===== config.mk =====
export PLATFORM = sky130hd
export DESIGN_NAME = branch_resolve_queue
export DESIGN_NICKNAME = d
export VERILOG_FILES = /design/src/rtl/branch_resolve_queue_pkg.sv /design/src/rtl/branch_resolve_queue_fifo.sv /design/src/rtl/branch_resolve_queue.sv
export SDC_FILE = /design/constraint.sdc
export NUM_CORES = 1
export LEC_CHECK = 0
export CAP_MARGIN = 20
export CORE_MARGIN = 4
export CORE_UTILIZATION = 55
export DETAILED_ROUTE_END_ITERATION = 8
export GPL_TIMING_DRIVEN = 0
export PLACE_DENSITY = 0.82
export RECOVER_POWER = 25
export SLEW_MARGIN = 20
export SYNTH_ARGS = -nofsm -noshare
export SYNTH_HDL_FRONTEND = slang
export SYNTH_HIERARCHICAL = 1
export SYNTH_SLANG_ARGS = --single-unit

===== constraint.sdc =====
create_clock -name clk -period 3.8 [get_ports clk]
set_input_delay 0.57 -clock clk [delete_from_list [all_inputs] [get_ports clk]]
set_output_delay 0.57 -clock clk [all_outputs]
set_load 0.005 [all_outputs]

===== src/rtl/branch_resolve_queue_pkg.sv =====
// Shared sizing and state encodings for the branch resolve queue and its FIFO.
package branch_resolve_queue_pkg;

    localparam int unsigned BRQ_DEPTH = 4;
    localparam int unsigned BRQ_W_PTR = 2;
    localparam int unsigned W_ADDR    = 16;
    localparam int unsigned W_BRID    = 2;

    typedef enum logic {
        StRun   = 1'b0,
        StFlush = 1'b1
    } brq_state_e;

endpackage


===== src/rtl/branch_resolve_queue_fifo.sv =====
// In-order storage for in-flight branch entries: pointers, occupancy and a synchronous clear.
module branch_resolve_queue_fifo #(
    parameter int unsigned Depth = 4,
    parameter int unsigned PtrW  = 2,
    parameter int unsigned Width = 8
) (
    input  logic             clk_i,
    input  logic             rst_ni,
    input  logic             clr_i,
    input  logic             push_i,
    input  logic             pop_i,
    input  logic [Width-1:0] wdata_i,
    output logic [Width-1:0] rdata_o,
    output logic             full_o,
    output logic             empty_o,
    output logic [PtrW:0]    count_o
);

    logic [Width-1:0] mem_q [Depth];
    logic [Width-1:0] mem_d [Depth];
    logic [PtrW-1:0]  wr_q, wr_d, rd_q, rd_d;
    logic [PtrW:0]    count_q, count_d;

    assign rdata_o = mem_q[rd_q];
    assign full_o  = (count_q == (PtrW+1)'(Depth));
    assign empty_o = (count_q == '0);
    assign count_o = count_q;

    always_comb begin
        mem_d   = mem_q;
        wr_d    = wr_q;
        rd_d    = rd_q;
        count_d = count_q;
        if (push_i) begin
            mem_d[wr_q] = wdata_i;
        end
        if (clr_i) begin
            wr_d    = '0;
            rd_d    = '0;
            count_d = '0;
        end else begin
            if (push_i) wr_d = wr_q + PtrW'(1);
            if (pop_i)  rd_d = rd_q + PtrW'(1);
            unique case ({push_i, pop_i})
                2'b10:   count_d = count_q + (PtrW+1)'(1);
                2'b01:   count_d = count_q - (PtrW+1)'(1);
                default: count_d = count_q;
            endcase
        end
    end

    always_ff @(posedge clk_i) begin
        if (!rst_ni) begin
            wr_q    <= '0;
            rd_q    <= '0;
            count_q <= '0;
        end else begin
            wr_q    <= wr_d;
            rd_q    <= rd_d;
            count_q <= count_d;
        end
    end

    // Entry storage carries no reset; occupancy alone says what is valid.
    always_ff @(posedge clk_i) begin
        mem_q <= mem_d;
    end

endmodule


===== src/rtl/branch_resolve_queue.sv =====
// Retires in-order branch predictions against execute outcomes, trains the predictor,
// and flushes with the corrected PC on a mispredict.
module branch_resolve_queue
    import branch_resolve_queue_pkg::*;
#(
    parameter int unsigned DEPTH  = BRQ_DEPTH,
    parameter int unsigned W_PTR  = BRQ_W_PTR,
    parameter int unsigned W_ADDR = branch_resolve_queue_pkg::W_ADDR,
    parameter int unsigned W_BRID = branch_resolve_queue_pkg::W_BRID
) (
    input  logic              clk,
    input  logic              reset,
    input  logic              push_v_i,
    input  logic              push_pred_i,
    input  logic [W_BRID-1:0] push_pred_id_i,
    input  logic [W_ADDR-1:0] push_target_i,
    input  logic [W_ADDR-1:0] push_fall_i,
    output logic              full_o,
    output logic              empty_o,
    output logic [W_PTR:0]    count_o,
    input  logic              res_v_i,
    input  logic              res_taken_i,
    output logic              upd_v_o,
    output logic              upd_branch_o,
    output logic [W_BRID-1:0] upd_branch_id_o,
    output logic              flush_o,
    output logic [W_ADDR-1:0] redirect_o,
    output logic              err_o
);

    localparam int unsigned EntryW = 1 + W_BRID + 2 * W_ADDR;

    brq_state_e        state_q, state_d;
    logic              upd_v_q, upd_v_d;
    logic              upd_branch_q, upd_branch_d;
    logic [W_BRID-1:0] upd_id_q, upd_id_d;
    logic              flush_q, flush_d;
    logic [W_ADDR-1:0] redirect_q, redirect_d;
    logic              err_q, err_d;

    logic [EntryW-1:0] head;
    logic              head_pred;
    logic [W_BRID-1:0] head_id;
    logic [W_ADDR-1:0] head_tgt, head_fall;
    logic              fifo_full, fifo_empty;
    logic              run, pop, mis, push;

    assign head_pred = head[EntryW-1];
    assign head_id   = head[2*W_ADDR +: W_BRID];
    assign head_tgt  = head[W_ADDR +: W_ADDR];
    assign head_fall = head[W_ADDR-1:0];

    assign run  = (state_q == StRun);
    assign pop  = res_v_i & ~fifo_empty;
    assign mis  = pop & (head_pred != res_taken_i);
    // A full queue still accepts a push when the head retires in the same cycle.
    assign push = push_v_i & run & (~fifo_full | pop) & ~mis;

    branch_resolve_queue_fifo #(
        .Depth (DEPTH),
        .PtrW  (W_PTR),
        .Width (EntryW)
    ) u_fifo (
        .clk_i   (clk),
        .rst_ni  (reset),
        .clr_i   (mis),
        .push_i  (push),
        .pop_i   (pop),
        .wdata_i ({push_pred_i, push_pred_id_i, push_target_i, push_fall_i}),
        .rdata_o (head),
        .full_o  (fifo_full),
        .empty_o (fifo_empty),
        .count_o (count_o)
    );

    always_comb begin
        state_d      = state_q;
        upd_v_d      = pop;
        upd_branch_d = upd_branch_q;
        upd_id_d     = upd_id_q;
        flush_d      = mis;
        redirect_d   = redirect_q;
        // In FLUSH the queue is empty by design, so a stray resolve is not an error.
        err_d        = err_q | (res_v_i & fifo_empty & run);
        if (pop) begin
            upd_branch_d = res_taken_i;
            upd_id_d     = head_id;
        end
        if (mis) begin
            redirect_d = res_taken_i ? head_tgt : head_fall;
        end
        unique case (state_q)
            StRun:   if (mis) state_d = StFlush;
            StFlush: state_d = StRun;
            default: state_d = StRun;
        endcase
    end

    always_ff @(posedge clk) begin
        if (!reset) begin
            state_q      <= StRun;
            upd_v_q      <= 1'b0;
            upd_branch_q <= 1'b0;
            upd_id_q     <= '0;
            flush_q      <= 1'b0;
            redirect_q   <= '0;
            err_q        <= 1'b0;
        end else begin
            state_q      <= state_d;
            upd_v_q      <= upd_v_d;
            upd_branch_q <= upd_branch_d;
            upd_id_q     <= upd_id_d;
            flush_q      <= flush_d;
            redirect_q   <= redirect_d;
            err_q        <= err_d;
        end
    end

    assign full_o          = fifo_full;
    assign empty_o         = fifo_empty;
    assign upd_v_o         = upd_v_q;
    assign upd_branch_o    = upd_branch_q;
    assign upd_branch_id_o = upd_id_q;
    assign flush_o         = flush_q;
    assign redirect_o      = redirect_q;
    assign err_o           = err_q;

endmodule


==> results.md <==
- Grt met2 use: 0.3226
- Syn nets: 371
- Fin area: 8157 sq um
- Final Slew Violations: 0
- Antenna Cells: 0
- Max cap viols: 0
- Row count: 39
- H-tree levels: 4
- Post-synthesis async set-or-reset flop share: 0
- #FFs+latches synth: 170
- PwrDens: 724.7 nW/um^2
- Hold Fails Final Rpt: 0
- First drt pass iteration count: 5
- Worst-Margin Slew: 0.6437 ns
- Grt ovf: 0
- Share of layout cells above drive strength 1: 0.1995
- Largest net degree at the start of global routing: 21
- Ys Warns: 6
- Crit path cell chain: buf_6, mux4_1, xor2_4, and2_4, buf_8, nor4b_2, and2_2, buf_16
- Syn Area/Cell: 20.27 sq um
- Unique masters post-synth: 31
- Prevailing post-synth register cell: edfxtp_1
- Critical hold path startpoint: state_q
- Die Ht: 117.4 um
- Area Growth Syn to Fin: 23.84%
- Layout Cells excl Fill: 569
- CP peak stage delay: 0.70 ns
- Initial core utilization: 0.5695
- Synth Area in Simple Gates: 0.03647
- Port Buffers: 65
- Final setup vio count: 0
- CP arrival: 3.74 ns
- DR DRC count: 0
- All-layer global routing usage: 0.2000
- Synth Instances: 325
- Hold Crit Class: flip-flop to flip-flop
- Synth Cell Area: 6586 sq um
- Post-synth EDFFs: 140
- Setup ws final: 0.1837 ns
- Adder-cell area share of the yosys netlist: 0.01254
- DR vias/cell: 5.917
- Die W: 117.4 um
- Req. time, crit path: 3.92 ns
- XOR/XNOR Fraction of Synth Area: 0.01083
- Die area: 13,790 sq um
- GP Congestion: 0.7191
- Run status: complete, no violations
- RR Startpoint: u_fifo/rd_q[0]
- Multiplexer area fraction after synthesis: 0.1541
- Worst-Skew Late Latency: 0.42 ns
- Slowest CP cell: and2_2
- CP Launch Point: u_fifo/rd_q[0]
- # nets final: 459
- Post-Place Cells: 537
- Setup repair bufs after CTS: 0
- Core area: 11,560 sq um
- RSZ-0062 raised after global routing: false
- Vias in the first global route: 3,602
- Met1 GRT Util: 0.2689
- P_leak: 2.919 nW
- Root Buffer: clkbuf_16
- Skew final: 0.01336 ns
- Clk slew on worst S/H paths: 0.06 ns
- Most frequent cells in the layout: edfxtp_1 (140), clkdlybuf4s50_1 (42), dfxtp_1 (30)
- Startpoint Class: flip-flop
- VDD IR max: 0.3309 mV
- Vias: 3,367
- Crit path buffers/inverters: 3
- Power, Total: 5.911 mW
- DRT iter0 DRCs: 276
- Post-Route WL: 13,000 um
- Initial antenna violation count: 0
- Sink Count: 170
- Hold_buf cts: 0
- Filler instances: 692
- M3 GR Usage: 0.04572
- Fmax: 276.5 MHz
- Busiest grt layer: met2
- Minimum clock period: 3.616 ns
- Placed wire-length estimate: 8167 um
- First-pass GRT wire length: 20,780 um
- Setup Crit Path Kind: flip-flop to flip-flop
- CP Max Fanout: 19
- Endpoint class of the critical path: flip-flop
- Place WS: 0.2168 ns
- ANT nets after route: 0
- Number of cells upsized or downsized after cts: 0
- Post-route clock period utilization: 0.9517
- Compound-Gate Fraction of Synth Area: 0.02774
- CP top delay family: simple AND/OR/NAND/NOR gates
- CTS max path bufs: 2
- DR WL/cell: 22.85 um
- Max-slew headroom: 0.5709
- Placed cell areas: 7531 sq um
- Seq/Total Area, Yosys: 0.7295
- CTS tree: built
- Top Ports: 67
- Num CTS Buffers: 17
- Largest family of logic cells by synthesized area: multiplexers
- Commonest non-fill, non-tap cell in the layout: edfxtp_1
## flip-flops by register name, summed over array words and instances, names as in the netlist
name / flops
u_fifo/mem_q: 140
redirect_o: 16
u_fifo/count_o: 3
u_fifo/rd_q: 2
u_fifo/wr_q: 2
upd_branch_id_o: 2
err_o: 1
flush_o: 1
state_q: 1
upd_branch_o: 1
upd_v_o: 1
## metal layers
layer	up-vias	part of all wire
li1	1490	-
met1	1725	0.41
met2	139	0.51
met3	13	0.065
met4	0	0.014
met5	-	0
## stage by stage
stage	utilization	hold slack [ns]	TNS, ns
2_1_floorplan	-	0.4318	0
3_3_place_gp	0.6412	0.4474	-69.01
3_5_place_dp	0.6512	0.4525	0
4_1_cts	0.7053	0.4673	0
5_1_grt	0.7053	0.5001	0
6_report	0.7053	0.4663	0
## cell families after synthesis
kind of cell             after synthesis
AO/OA/AOI/OAI                         20
XOR/XNOR                               6
adder cells (fa/ha/maj)                6
buffers and inverters                 24
flip-flops                           170
multiplexers                          55
AND/OR/NAND/NOR                       44
## final timing paths
kind / cells past startpoint / slack [ns] / endpoint
setup / recovery: 8 / 0.18 / u_fifo/mem_q[5]
hold / removal: 1 / 0.47 / state_q
setup reg to reg: 8 / 0.18 / u_fifo/mem_q[5]
hold reg to reg: 1 / 0.47 / state_q
## power by group
part	internal (mW)	leakage (nW)	switching (mW)
Clock	1.10	0.295	0.682
Sequential	2.42	1.53	0.126
Combinational	0.818	1.10	0.769
Total	4.33	2.92	1.58
## cells in the mapped netlist (2+ instances only)
master,number,area share
buf_2,7,0.0053
nand3_1,16,0.012
a21oi_1,2,0.0015
buf_6,2,0.0034
inv_1,6,0.0034
xnor2_1,2,0.0027
nand2_1,2,0.0011
mux4_1,7,0.028
and2_1,5,0.0047
nor2b_1,6,0.0057
clkbuf_1,4,0.0023
mux2i_1,20,0.030
xor2_1,3,0.0040
buf_12,4,0.012
ha_1,5,0.0095
nor2_1,8,0.0046
dfxtp_1,30,0.091
edfxtp_1,140,0.64
o211a_1,16,0.024
mux4_2,28,0.096
and3_1,2,0.0019
## layout make-up
class / instances / area, sq um / share of cell area
Timing Repair Buffer: 69 / 760.7 / 0.09327
Sequential cell: 170 / 4805 / 0.5890
Clock buffer: 17 / 425.4 / 0.05216
Inverter: 6 / 22.52 / 0.002761
Multi-Input combinational cell: 131 / 1597 / 0.1957
Tap cell: 143 / 178.9 / 0.02194
Clock inverter: 15 / 200.2 / 0.02454
Buffer: 18 / 167.7 / 0.02056
(Power assumes the default switching activity.)
